<file path="config.mk">
export PLATFORM = sky130hd
export DESIGN_NAME = tqvp_uart_tx_fifo_flat
export DESIGN_NICKNAME = d
export VERILOG_FILES = /design/src/rtl/tqvp_uart_tx_fifo_if.sv /design/src/rtl/tqvp_uart_tx_fifo.sv /design/src/flat_wrapper.sv
export SDC_FILE = /design/constraint.sdc
export NUM_CORES = 1
export LEC_CHECK = 0
export ABC_AREA = 1
export CORE_AREA = 2 2 71 107
export DETAILED_ROUTE_END_ITERATION = 8
export DIE_AREA = 0 0 73 109
export GPL_TIMING_DRIVEN = 0
export HOLD_SLACK_MARGIN = 0.03
export PLACE_DENSITY = 0.74
export SLEW_MARGIN = 5
export SYNTH_ARGS = -nofsm -noshare
export SYNTH_HDL_FRONTEND = slang
export SYNTH_SLANG_ARGS = --single-unit
</file>
<file path="constraint.sdc">
create_clock -name clk -period 5.82 [get_ports clk]
set_input_delay 0.873 -clock clk [delete_from_list [all_inputs] [get_ports clk]]
set_output_delay 0.873 -clock clk [all_outputs]
set_load 0.05 [all_outputs]
</file>
<file path="src/rtl/tqvp_uart_tx_fifo_if.sv">
// Bundle of the CPU-side write port, status flags and the transmitter
// enable/busy handshake of tqvp_uart_tx_fifo.
// Handshake: the FIFO pulses uart_tx_en for exactly one cycle with
// uart_tx_data valid in that cycle. The transmitter answers by raising
// uart_tx_busy from the following cycle until its frame is done. The FIFO
// issues no new uart_tx_en until it has seen uart_tx_busy low again.
// feeder_state is a debug view of the feeder FSM: 0=IDLE, 1=SENT, 2=WAIT.
interface tqvp_uart_tx_fifo_if #(
    parameter int PAYLOAD_BITS = 8,
    parameter int LEVEL_BITS   = 4
);
    logic                    wr_en;
    logic [PAYLOAD_BITS-1:0] wr_data;
    logic                    clear_overflow;
    logic                    full;
    logic                    empty;
    logic [LEVEL_BITS-1:0]   level;
    logic                    overflow;
    logic                    tx_irq;
    logic                    uart_tx_en;
    logic [PAYLOAD_BITS-1:0] uart_tx_data;
    logic                    uart_tx_busy;
    logic [1:0]              feeder_state;

    // CPU / transmitter side
    modport master (
        output wr_en, wr_data, clear_overflow, uart_tx_busy,
        input  full, empty, level, overflow, tx_irq,
        input  uart_tx_en, uart_tx_data, feeder_state
    );

    // FIFO side
    modport slave (
        input  wr_en, wr_data, clear_overflow, uart_tx_busy,
        output full, empty, level, overflow, tx_irq,
        output uart_tx_en, uart_tx_data, feeder_state
    );
endinterface

</file>
<file path="src/rtl/tqvp_uart_tx_fifo.sv">
// Transmit byte FIFO for the tinyQV UART: the CPU pushes bytes, a three-state
// feeder (IDLE/SENT/WAIT) hands them one at a time to the transmitter.
// Optional low-watermark interrupt: define UART_TX_FIFO_IRQ_EN to build it;
// otherwise tx_irq is tied to 0.
module tqvp_uart_tx_fifo #(
    parameter int DEPTH         = 8,
    parameter int PAYLOAD_BITS  = 8,
    parameter int LEVEL_BITS    = 4,
    parameter int IRQ_THRESHOLD = 2
) (
    input  logic                   clk,
    input  logic                   reset,
    tqvp_uart_tx_fifo_if.slave     bus
);
    localparam int PTR_BITS = $clog2(DEPTH);

    typedef enum logic [1:0] {
        ST_IDLE = 2'd0,
        ST_SENT = 2'd1,
        ST_WAIT = 2'd2
    } feeder_state_e;

    logic [PAYLOAD_BITS-1:0] mem_q [DEPTH];
    logic [PTR_BITS-1:0]     rd_ptr_q, rd_ptr_d;
    logic [PTR_BITS-1:0]     wr_ptr_q, wr_ptr_d;
    logic [LEVEL_BITS-1:0]   level_q, level_d;
    logic                    empty_q, empty_d;
    logic                    full_q, full_d;
    logic                    overflow_q, overflow_d;
    logic                    tx_en_q, tx_en_d;
    logic [PAYLOAD_BITS-1:0] tx_data_q, tx_data_d;
    feeder_state_e           state_q, state_d;
    logic                    push, pop, drop;

    // Write acceptance uses the registered full flag, so a write while full is
    // dropped even if the feeder pops on the same edge.
    assign push = bus.wr_en && !full_q;
    assign drop = bus.wr_en && full_q;

    // Feeder FSM: pop one byte when the transmitter is idle, pulse enable,
    // then skip a cycle (busy lags enable) and wait for busy to clear.
    always_comb begin
        state_d   = state_q;
        tx_en_d   = 1'b0;
        tx_data_d = tx_data_q;
        pop       = 1'b0;
        case (state_q)
            ST_IDLE: begin
                if (!empty_q && !bus.uart_tx_busy) begin
                    pop       = 1'b1;
                    tx_en_d   = 1'b1;
                    tx_data_d = mem_q[rd_ptr_q];
                    state_d   = ST_SENT;
                end
            end
            ST_SENT: state_d = ST_WAIT;
            ST_WAIT: begin
                if (!bus.uart_tx_busy) begin
                    state_d = ST_IDLE;
                end
            end
            default: state_d = ST_IDLE;
        endcase
    end

    // Pointer, occupancy and sticky overflow next-state.
    always_comb begin
        wr_ptr_d   = push ? wr_ptr_q + PTR_BITS'(1) : wr_ptr_q;
        rd_ptr_d   = pop ? rd_ptr_q + PTR_BITS'(1) : rd_ptr_q;
        level_d    = level_q + LEVEL_BITS'(push) - LEVEL_BITS'(pop);
        empty_d    = (level_d == '0);
        full_d     = (level_d == LEVEL_BITS'(DEPTH));
        overflow_d = overflow_q;
        if (bus.clear_overflow) begin
            overflow_d = 1'b0;
        end
        if (drop) begin
            overflow_d = 1'b1;
        end
    end

    // Control and status registers with synchronous reset.
    always_ff @(posedge clk) begin
        if (reset) begin
            state_q    <= ST_IDLE;
            rd_ptr_q   <= '0;
            wr_ptr_q   <= '0;
            level_q    <= '0;
            empty_q    <= 1'b1;
            full_q     <= 1'b0;
            overflow_q <= 1'b0;
            tx_en_q    <= 1'b0;
            tx_data_q  <= '0;
        end else begin
            state_q    <= state_d;
            rd_ptr_q   <= rd_ptr_d;
            wr_ptr_q   <= wr_ptr_d;
            level_q    <= level_d;
            empty_q    <= empty_d;
            full_q     <= full_d;
            overflow_q <= overflow_d;
            tx_en_q    <= tx_en_d;
            tx_data_q  <= tx_data_d;
        end
    end

    // Storage array; contents are don't-care after reset, so no reset here.
    always_ff @(posedge clk) begin
        if (!reset && push) begin
            mem_q[wr_ptr_q] <= bus.wr_data;
        end
    end

`ifdef UART_TX_FIFO_IRQ_EN
    logic tx_irq_q;
    logic tx_irq_d;

    // Compare against the next level so the interrupt moves on the same edge
    // as level itself.
    assign tx_irq_d = (level_d <= LEVEL_BITS'(IRQ_THRESHOLD));

    // Registered low-watermark interrupt, held low on the reset edge.
    always_ff @(posedge clk) begin
        if (reset) begin
            tx_irq_q <= 1'b0;
        end else begin
            tx_irq_q <= tx_irq_d;
        end
    end

    assign bus.tx_irq = tx_irq_q;
`else
    // Threshold only matters for the interrupt build; tie it off here.
    logic unused_irq_threshold;
    assign unused_irq_threshold = ^IRQ_THRESHOLD;
    assign bus.tx_irq           = 1'b0;
`endif

    assign bus.full         = full_q;
    assign bus.empty        = empty_q;
    assign bus.level        = level_q;
    assign bus.overflow     = overflow_q;
    assign bus.uart_tx_en   = tx_en_q;
    assign bus.uart_tx_data = tx_data_q;
    assign bus.feeder_state = state_q;
endmodule
</file>
<file path="src/flat_wrapper.sv">
// flat-port wrapper written by rule: the top's interface ports become plain ports
module tqvp_uart_tx_fifo_flat 
#(
    parameter int DEPTH         = 8,
    parameter int PAYLOAD_BITS  = 8,
    parameter int LEVEL_BITS    = 4,
    parameter int IRQ_THRESHOLD = 2
)
  (clk, reset, bus_wr_en, bus_wr_data, bus_clear_overflow, bus_uart_tx_busy, bus_full, bus_empty, bus_level, bus_overflow, bus_tx_irq, bus_uart_tx_en, bus_uart_tx_data, bus_feeder_state);
  tqvp_uart_tx_fifo_if #(.PAYLOAD_BITS(PAYLOAD_BITS), .LEVEL_BITS(LEVEL_BITS)) bus_i ();
  input  logic clk;
  input  logic reset;
  input wire logic [$bits(bus_i.wr_en)-1:0] bus_wr_en;
  input wire logic [$bits(bus_i.wr_data)-1:0] bus_wr_data;
  input wire logic [$bits(bus_i.clear_overflow)-1:0] bus_clear_overflow;
  input wire logic [$bits(bus_i.uart_tx_busy)-1:0] bus_uart_tx_busy;
  output wire logic [$bits(bus_i.full)-1:0] bus_full;
  output wire logic [$bits(bus_i.empty)-1:0] bus_empty;
  output wire logic [$bits(bus_i.level)-1:0] bus_level;
  output wire logic [$bits(bus_i.overflow)-1:0] bus_overflow;
  output wire logic [$bits(bus_i.tx_irq)-1:0] bus_tx_irq;
  output wire logic [$bits(bus_i.uart_tx_en)-1:0] bus_uart_tx_en;
  output wire logic [$bits(bus_i.uart_tx_data)-1:0] bus_uart_tx_data;
  output wire logic [$bits(bus_i.feeder_state)-1:0] bus_feeder_state;
  assign bus_i.wr_en = bus_wr_en;
  assign bus_i.wr_data = bus_wr_data;
  assign bus_i.clear_overflow = bus_clear_overflow;
  assign bus_i.uart_tx_busy = bus_uart_tx_busy;
  assign bus_full = bus_i.full;
  assign bus_empty = bus_i.empty;
  assign bus_level = bus_i.level;
  assign bus_overflow = bus_i.overflow;
  assign bus_tx_irq = bus_i.tx_irq;
  assign bus_uart_tx_en = bus_i.uart_tx_en;
  assign bus_uart_tx_data = bus_i.uart_tx_data;
  assign bus_feeder_state = bus_i.feeder_state;
  tqvp_uart_tx_fifo #(.DEPTH(DEPTH), .PAYLOAD_BITS(PAYLOAD_BITS), .LEVEL_BITS(LEVEL_BITS), .IRQ_THRESHOLD(IRQ_THRESHOLD)) u_core (.clk(clk), .reset(reset), .bus(bus_i));
endmodule
</file>
* Word level (Yosys, flattened, before mapping)
Memories as Yosys holds them, arrays and structs flattened. A register that Yosys moved wholly into a read port is not among the register bits.
Index checks and enable logic that the tools add are counted.
** Word-level totals
- Bits in registers :: 16
- Memory bits (writable) :: 64
- Output and inout bits :: 19
- Logic and storage cells :: 40
- Memories :: 1
** Memory list
- u_core.mem_q :: depth 8, bits a word 8, read ports 1, clocked after Yosys merged registers in 1, wr ports 1, line tqvp_uart_tx_fifo.sv:23 : logic [PAYLOAD_BITS-1:0] mem_q [DEPTH];
** Cells by class
- Add/sub/neg operators :: 4
- Equality and inequality tests :: 5
- Multiplexer cells :: 9
- Reductions and logical operators :: 13
** Operator list (number)
- $add 3x1->3 const B :: 2
- $mux 1 :: 6
- $pmux 2 s3 :: 1
- $add 4x1->4 :: 1
- $eq 4x4->1 const B :: 1
- $logic_and 1x1->1 :: 4
- $logic_not 1->1 :: 4
- $logic_not 4->1 :: 1
- $mux 2 :: 2
- $reduce_and 2->1 :: 2
- $sub 4x1->4 :: 1
- $eq 2x1->1 const B :: 1
- $eq 2x2->1 const B :: 1
- $logic_not 2->1 :: 1
- $ne 2x1->1 const B :: 1
- $ne 2x2->1 const B :: 1
- $reduce_bool 2->1 :: 1

* Longest topological paths before layout
Gate-level depths: netlist of the first run.
- Word-level depth :: 6
- Depth in mapped cells :: 13

* Worst setup path before layout of the first run
No wires, ideal clock.
- Path kind :: input-to-reg
- Start :: in bus_uart_tx_busy
- End :: reg u_core.empty_q (netlist: u_core.bus.empty)
- Arrival :: 2.541 ns
- Required time :: 5.746 ns
- Path slack :: 3.205 ns
- Stages on the path :: 12
- Buffers on the path :: 1
- Cells stage by stage :: nor2_1 nand2_1 inv_1 buf_4 ha_1 inv_1 ha_1 inv_1 fa_1 xor2_1 nand3_1 o21ai_0
** Between the ends
- Longest elaborated chain between the ends :: 6
** RTL lines
- from (decl) :: line flat_wrapper.sv:16 : input wire logic [$bits(bus_i.uart_tx_busy)-1:0] bus_uart_tx_busy;
- $logic_not 1->1 :: line tqvp_uart_tx_fifo.sv:49 : if (!empty_q && !bus.uart_tx_busy) begin
- $logic_and 1x1->1 :: line tqvp_uart_tx_fifo.sv:49
- $mux 1 :: line tqvp_uart_tx_fifo.sv:49
- $mux 1 :: line tqvp_uart_tx_fifo.sv:47 : case (state_q)
- named net u_core.pop :: line tqvp_uart_tx_fifo.sv:33 : logic push, pop, drop;
- $sub 4x1->4 :: line tqvp_uart_tx_fifo.sv:70 : level_d = level_q + LEVEL_BITS'(push) - LEVEL_BITS'(pop);
- $logic_not 4->1 :: line tqvp_uart_tx_fifo.sv:71 : empty_d = (level_d == '0);
- to (signal assigned) :: line tqvp_uart_tx_fifo.sv:99 : empty_q <= empty_d;
- to (decl) :: line tqvp_uart_tx_fifo.sv:27 : logic empty_q, empty_d;
The timed path passes the listed nets, and every way through them passes these cells.
A chain may end at the register's enable or synchronous reset.

* Final worst setup path of the first run
Same ends and word-level chain as after synthesis.

==> run metrics, run 1 <==
Die W=73 um; Max Freq=329 MHz; gpl congestion=0.856; first-pass GRT wire length=12.2 mm; fin nets=441; slew margin rel.=40.3%; post-layout minimum cycle time=3.04 ns; r2r startpoint=u_core.bus.feeder_state[1]; count leader, synth=nand2_1; Fin. Hold Viols=0; H-Tree Depth=3; Rows=38; top cell type's share of synthesized area=50.8%; core area=7080 um^2; Area after DPL=4190 um^2; WS Path Type=in2reg; hold path startpoint=u_core.bus.overflow; I/O pin count=32; RR Endpoint=u_core.bus.empty; initial antenna violation count=0; Critical Path Start Type=primary input; Clock Tree Buf Depth=2; vias in the first global route=2525; I/O Buffers=29; Mapped Area=3780 um^2; share of layout cells above drive strength 1=8.92%; maxcap violations=0; via count=2609; worst path cell trace=clkdlybuf4s50_1 -> nor2_1 -> nand2_1 -> inv_1 -> buf_4 -> ha_1 -> inv_1 -> ha_1 -> inv_1 -> fa_1 -> xor2_1 -> nand3_1 -> o21ai_0; DR WL/cell=15.4 um; Most used DFF post-synth=edfxtp_1; die height=109 um; die area=7960 um^2; FF+latch count, synth=88; Worst Hold Class=reg2reg; status=finished clean; slowest CP cell=clkdlybuf4s50_1; cell with the most instances on the worst path=inv_1; # setup viols final=0; clock slew at reported path FFs=0.08 ns; Leak Pwr=1.84 nW; Max Slew Vio Count=0; Synthesized Nets=401; WHS Path Cells=2; worst slack at placement=2.40 ns; clock latency at the later pin of the worst-skew pair=0.35 ns; HPWL after DPL=5.34 mm; crit end category=register; EDFF count, synth=64; worst hold slack=0.462 ns; VDD IR-drop max=164 uV; grt total ovfl=0; worst-case reg-to-reg path depth=12; Min-Delay Endpoint=u_core.bus.overflow; DR vias/cell=5.16; largest net degree at the start of global routing=14; Cells after Synth=381; Pwr Density=391 nW/um^2; final std cell area, no fill=4370 um^2; Mean Syn Cell Area=9.92 um^2; RSZ-0062 raised after global routing=no; # Post-CTS Setup Buffers=0; cts bufs inserted=9; Detailed Route WL=7.77 mm; starting density of the core=53.4%; Final WS setup=2.78 ns; area leader, netlist=edfxtp_1; number of diodes=0; worst slew pin tran=0.893 ns; total clock sinks=88; Area Growth Syn to Fin=15.6%; CTS tree=yes; asr flop ratio synth=0%; clk root buf=clkbuf_8; Worst Path Required=6.08 ns; post-route DRC violation count=0; final worst-path cycle share=52.3%; Yosys warnings=0; Worst EP arrival=3.30 ns; 1st-pass router iterations=5; Seq/Total Area, Yosys=63.5%; setup slack, reg-to-reg=3.34 ns; Final ANT Viol Nets=0; critical path fanouts, max=10; Netlist cell types=29; hold buffers post-CTS=0; 1st-iter DRT viols=272; # resized after CTS=0; crit-path max cell delay=0.47 ns; Total Routing Usage GR=21.4%; Worst Skew=0.00786 ns; top post-synthesis cells by count=nand2_1 (104), edfxtp_1 (64), inv_1 (64), nand3_1 (51), dfxtp_1 (24); TNS Setup=0 ns; Final Core Density=61.7%; ranking of synthesized cells by area=edfxtp_1 (51%), dfxtp_1 (13%), nand2_1 (10%)
-- critical path, delay by kind of cell --
| family | cells | cell delay [ns] |
|---|---|---|
| fa+ha+maj | 3 | 0.81 |
| compound gates | 1 | 0.23 |
| xor+xnor | 1 | 0.21 |
| simple gates | 3 | 0.32 |
| buf+inv | 5 | 0.84 |
-- worst max-delay path by stage --
stage | from | end | slack (ns)
after floorplan | bus_uart_tx_busy | u_core.bus.empty | 3.20
after global placement | bus_wr_en | u_core.mem_q[0][2] | 2.40
after detailed placement | bus_uart_tx_busy | u_core.bus.empty | 2.40
after CTS | bus_uart_tx_busy | u_core.bus.empty | 2.76
after global routing | bus_uart_tx_busy | u_core.bus.empty | 2.64
final | bus_uart_tx_busy | u_core.bus.empty | 2.78
-- state kept, by name, summed over array words and instances, names as in the netlist --
register and flops:
u_core.bus.uart_tx_data 8, u_core.rd_ptr_q 3, u_core.bus.empty 1, u_core.mem_q 64
u_core.bus.level 4, u_core.bus.overflow 1, u_core.wr_ptr_q 3, u_core.bus.feeder_state 2
u_core.bus.uart_tx_en 1, u_core.bus.full 1
-- cell type report --
cell class,count,area [um^2]
fill,572,2720
sequential,88,2400
multi-input combinational,208,1000
timing repair buffer,29,290
inverter,68,262
buffer,17,135
clock buffer,10,128
tap,80,100
clock inverter,6,50.0
-- per-stage QoR --
| step | cells | power [mW] |
|---|---|---|
| 3_5_place_dp | 490 | 1.33 |
| 3_3_place_gp | 490 | 1.31 |
| 4_1_cts | 506 | 1.72 |
| 5_1_grt | 506 | 1.81 |
| 6_report | 506 | 1.71 |
| 2_1_floorplan | 381 | 1.16 |
-- placed cells by master (no fill, tap or decap), drive strengths merged, types with 2 or more instances in the layout --
cell type / instances
nand2: 105
o21ai: 4
clkdlybuf4s50: 29
clkinv: 7
clkbuf: 11
nor3: 4
xor2: 2
nor2: 13
edfxtp: 64
ha: 6
buf: 16
nand3: 51
or2: 3
inv: 66
a21oi: 16
dfxtp: 24
-- logic make-up after synthesis --
group | synth area share (%)
other | 0.0992
XOR/XNOR | 0.463
flip-flops | 63.5
AND/OR/NAND/NOR | 19.8
adder cells (fa/ha/maj) | 2.51
AO/OA/AOI/OAI | 3.14
buffers and inverters | 10.5
-- power breakdown --
group	internal, mW	switching [mW]
sequential	0.728	0.0304
clock	0.192	0.200
combinational	0.194	0.365
-- metal layers --
| layer | vias to the layer above | global-route usage [%] | part of all wire (%) |
|---|---|---|---|
| li1 | 1294 | - | - |
| met2 | 91 | 36.8 | 55 |
| met4 | 0 | 12.7 | 2.0 |
| met1 | 1214 | 24.2 | 37 |
| met5 | - | 0 | 0 |
| met3 | 10 | 4.16 | 5.8 |
No activity file was read; power rests on OpenSTA's default activity.
==> run 2, diff against run 1 <==
Settings changed: CORE_AREA 2 2 71 107 to 2 2 73 110, DIE_AREA 0 0 73 109 to 0 0 75 112, PLACE_DENSITY 0.74 to 0.73.
Clock period 5.82 ns to 2.7 ns, I/O delays scaled along.
==> run metrics, run 2 (synthesis gave the netlist of run 1 again) <==
total clock sinks=88; crit-path max cell delay=0.42 ns; status=finished clean; cell with the most instances on the worst path=inv_1; max reg flops=64; clk root buf=clkbuf_16; post-layout minimum cycle time=2.50 ns; Fin. Hold Viols=0; Worst Path Required=2.96 ns; critical path fanouts, max=10; hold path startpoint=reset; Max Freq=401 MHz; Area after DPL=4200 um^2; CTS tree=yes; Non-Filler Instances=528; DR top layer=met4; die height=112 um; setup slack, reg-to-reg=0.31 ns; Critical Path Start Type=primary input; core area=7470 um^2; crit end category=register; Worst EP arrival=2.76 ns; worst slew pin tran=1.25 ns; I/O Buffers=29; final-layout fill cell count=618; post-route DRC violation count=0; RR Endpoint=u_core.bus.empty; Register Area=2400 um^2; # Post-CTS Setup Buffers=0; most common cell after layout, fill and taps aside=nand2_1; gpl congestion=0.834; RSZ-0062 raised after global routing=no; HPWL after DPL=5.46 mm; initial antenna violation count=0; cts bufs inserted=9; TNS Setup=0 ns; Die W=75 um; WS Path Type=in2reg; worst hold slack=0.403 ns; via count=2664; maxcap violations=0; starting density of the core=50.6%; Detailed Route WL=8.03 mm; slowest CP cell=clkdlybuf4s50_1; worst path cell trace=clkdlybuf4s50_1 -> nor2_1 -> nand2_2 -> inv_1 -> buf_4 -> ha_1 -> inv_1 -> ha_1 -> inv_1 -> fa_1 -> xor2_1 -> nand3_1 -> o21ai_1; I/O pin count=32; Bufs and invs on worst path=5; grt total ovfl=0; Pwr Density=897 nW/um^2; fin nets=441; commonest cells after routing, fill and taps aside=nand2_1 (103), inv_1 (64), edfxtp_1 (64); vias in the first global route=2679; DR WL met2=4.36 mm; number of diodes=0; Min-Delay Endpoint=u_core.wr_ptr_q[0]; 1st-pass router iterations=4; Worst Skew=0.00372 ns; # setup viols final=0; H-Tree Depth=3; Rows=39; worst-case reg-to-reg path depth=12; Worst Hold Class=in2reg; Clock Tree Buf Depth=2; Leak Pwr=1.89 nW; Crit path max-delay family=buffers and inverters; DRT met1 WL=2.86 mm; Final ANT Viol Nets=0; clock slew at reported path FFs=0.06 ns; final worst-path cycle share=92.4%; largest net degree at the start of global routing=14; 1st-iter DRT viols=200; r2r startpoint=u_core.bus.feeder_state[1]; final std cell area, no fill=4500 um^2; placed cell count=512; area of the multi-input gates=1000 um^2; share of layout cells above drive strength 1=9.15%; slew margin rel.=16.2%; DR vias/cell=5.05; die area=8400 um^2; Total Routing Usage GR=21.3%; largest reg by FF count=u_core.mem_q; Max Slew Vio Count=0; WHS Path Cells=2; clock latency at the later pin of the worst-skew pair=0.34 ns; metal3 WL=498 um; VDD IR-drop max=504 uV; DR WL/cell=15.2 um; Area Growth Syn to Fin=18.9%; first-pass GRT wire length=12.6 mm
==> run 2: worst max path at each step <==
stage / from / endpoint / slack [ns] / cells past startpoint
floorplan: u_core.bus.feeder_state[1] / u_core.bus.empty / 0.24 / 12
global placement: bus_wr_en / u_core.mem_q[0][2] / -0.26 / 7
detailed placement: bus_uart_tx_busy / u_core.bus.empty / -0.29 / 13
CTS: bus_uart_tx_busy / u_core.bus.empty / 0.06 / 13
global route: bus_uart_tx_busy / u_core.bus.empty / 0.04 / 13
finish: bus_uart_tx_busy / u_core.bus.empty / 0.20 / 13
==> run 2: power by group <==
part / internal (mW) / total, mW / switching [mW]
combinational: 0.421 / 1.22 / 0.796
clock: 0.707 / 1.18 / 0.474
sequential: 1.57 / 1.64 / 0.0649
==> run 2: per-layer routing <==
| layer | up-vias | global-route usage, % |
|---|---|---|
| li1 | 1299 | - |
| met1 | 1234 | 21.8 |
| met2 | 106 | 35.8 |
| met3 | 25 | 4.80 |
| met4 | 0 | 16.2 |
| met5 | - | 0 |
==> run 2: final cells by class <==
cell class,count,area share (%)
flip-flops and latches,88,53.4
plain buffers,17,3.01
multi-input cells,208,22.2
clock inverters,5,1.06
repair buffers,29,6.46
clock buffers,11,5.18
inverters,68,5.82
well taps,102,2.84
==> run 2: timing repair <==
action / in CTS / in global routing
setup endpoints to repair: 0 / 1
hold buffers: 0 / 0
hold endpoints to repair: 0 / 0
gates resized for setup: 0 / 2
==> run 2: metrics by stage <==
step	utilization, %	total power, mW	worst slack (ns)
2_1_floorplan	-	2.51	0.237
3_3_place_gp	56.2	2.83	-0.261
3_5_place_dp	56.3	2.87	-0.290
4_1_cts	60.1	4.05	0.0567
5_1_grt	60.2	4.22	0.0357
6_report	60.2	4.03	0.204
==> run 3, diff against run 2 <==
--- a/config.mk
+++ b/config.mk
@@ -9,2 +9,3 @@
 export CORE_AREA = 2 2 73 110
+export CTS_CLUSTER_DIAMETER = 60
 export DETAILED_ROUTE_END_ITERATION = 8
==> constraint.sdc (replaced) <==
create_clock -name clk -period 2.7 [get_ports clk]
set_input_delay 0.27 -clock clk [delete_from_list [all_inputs] [get_ports clk]]
set_output_delay 0.27 -clock clk [all_outputs]
set_load 0.05 [all_outputs]
==> run metrics, run 3 (synthesis gave the netlist of run 1 again) <==
vias in the first global route=2679; clock slew at reported path FFs=0.06 ns; via count=2669; DR top layer=met4; Area Growth Syn to Fin=18.9%; I/O pin count=32; Worst EP arrival=2.73 ns; number of diodes=0; most common cell after layout, fill and taps aside=nand2_1; DR vias/cell=5.05; total clock sinks=88; Final WS setup=0.216 ns; Net Switching=1.33 mW; Worst Skew=0.00354 ns; WS Path Type=reg2reg; Pwr Density=897 nW/um^2; # Post-CTS Setup Buffers=0; Die W=75 um; fin nets=441; Max Freq=403 MHz; VDD IR-drop max=504 uV; share of layout cells above drive strength 1=8.92%; slew margin rel.=15.9%; post-layout minimum cycle time=2.48 ns; largest net degree at the start of global routing=14; HPWL after DPL=5.46 mm; Seq pwr share=40.6%; RSZ-0062 raised after global routing=no; Rows=39; # setup viols final=0; maxcap violations=0; Critical Path Start Type=register; Switching Share=33.1%; Worst Path Required=2.94 ns; first-pass GRT wire length=12.6 mm; H-Tree Depth=3; CTS tree=yes; DR WL/cell=15.2 um; clock latency at the later pin of the worst-skew pair=0.34 ns; critical path fanouts, max=10; final worst-path cycle share=92.0%; Leak Pwr=1.89 nW; Final ANT Viol Nets=0; Fin. Hold Viols=0; die area=8400 um^2; post-route DRC violation count=0; DR WL met2=4.32 mm; clk root buf=clkbuf_16; final-layout fill cell count=619; initial antenna violation count=0; commonest cells after routing, fill and taps aside=nand2_1 (104), inv_1 (64), edfxtp_1 (64); status=finished clean; # resized after CTS=0; max reg flops=64; DRT met1 WL=2.87 mm; Detailed Route WL=8.02 mm; Int Pwr=2.70 mW; die height=112 um; grt total ovfl=0; largest reg by FF count=u_core.mem_q; worst slack at placement=-0.155 ns; starting density of the core=50.6%; metal3 WL=502 um; hold buffers post-CTS=0; TNS Setup=0 ns; worst slew pin tran=1.25 ns; Max Slew Vio Count=0; area of the multi-input gates=997 um^2; clock power share=29.3%; Comb pwr share=30.1%; Worst Hold Class=in2reg; crit end category=register; 1st-iter DRT viols=200; cts bufs inserted=9; core area=7470 um^2; 1st-pass router iterations=4; gpl congestion=0.834; Total Routing Usage GR=21.3%; Register Area=2400 um^2; Clock Tree Buf Depth=2; I/O Buffers=29
[run 3: critical path: stages, from the launching register on]
cell and delay (ns):
dfxtp_1 0.32, nor2_1 0.14, nand2_1 0.16, inv_1 0.11, buf_4 0.19, ha_1 0.25
inv_1 0.07, ha_1 0.16, inv_1 0.05, fa_1 0.37, xor2_1 0.21, nand3_1 0.12
o21ai_0 0.24
[run 3: power by group through the flow]
stage               clock network [mW]  registers (mW)  logic, mW
floorplan                            0            1.90      0.609
global placement                     0            1.66       1.17
detailed placement                   0            1.66       1.20
CTS                               1.20            1.64       1.21
global route                      1.25            1.65       1.32
finish                            1.18            1.64       1.21
[run 3: area by class of cell]
cell class	instances	share of cell area, %
sequential	88	53.5
clock buffer	11	5.18
inverter	68	5.82
timing repair buffer	29	6.46
clock inverter	5	1.06
buffer	17	3.01
multi-input combinational	208	22.2
tap	102	2.84
[run 3: final timing paths]
| kind | startpoint | to | slack, ns | cells past startpoint |
|---|---|---|---|---|
| hold reg to reg | u_core.bus.overflow | u_core.bus.overflow | 0.46 | 2 |
| hold / removal | reset | u_core.wr_ptr_q[0] | 0.27 | 2 |
| setup reg to reg | u_core.bus.feeder_state[1] | u_core.bus.empty | 0.22 | 12 |
| setup / recovery | u_core.bus.feeder_state[1] | u_core.bus.empty | 0.22 | 12 |
[run 3: metal layers]
metal  vias up  track usage [%]
met3        27             4.80
met5         -                0
met1      1240             21.8
met4         0             16.2
li1       1299                -
met2       103             35.8
[run 3: metrics by stage]
stage | total power, mW | area [um^2] | std cells | util, % | hold slack, ns
2_1_floorplan | 2.51 | 3780 | 381 | - | 0.369
3_3_place_gp | 2.83 | 4200 | 512 | 56.2 | 0.448
3_5_place_dp | 2.87 | 4200 | 512 | 56.3 | 0.456
4_1_cts | 4.05 | 4480 | 528 | 60.1 | 0.260
5_1_grt | 4.22 | 4490 | 528 | 60.2 | 0.271
6_report | 4.03 | 4490 | 528 | 60.2 | 0.268
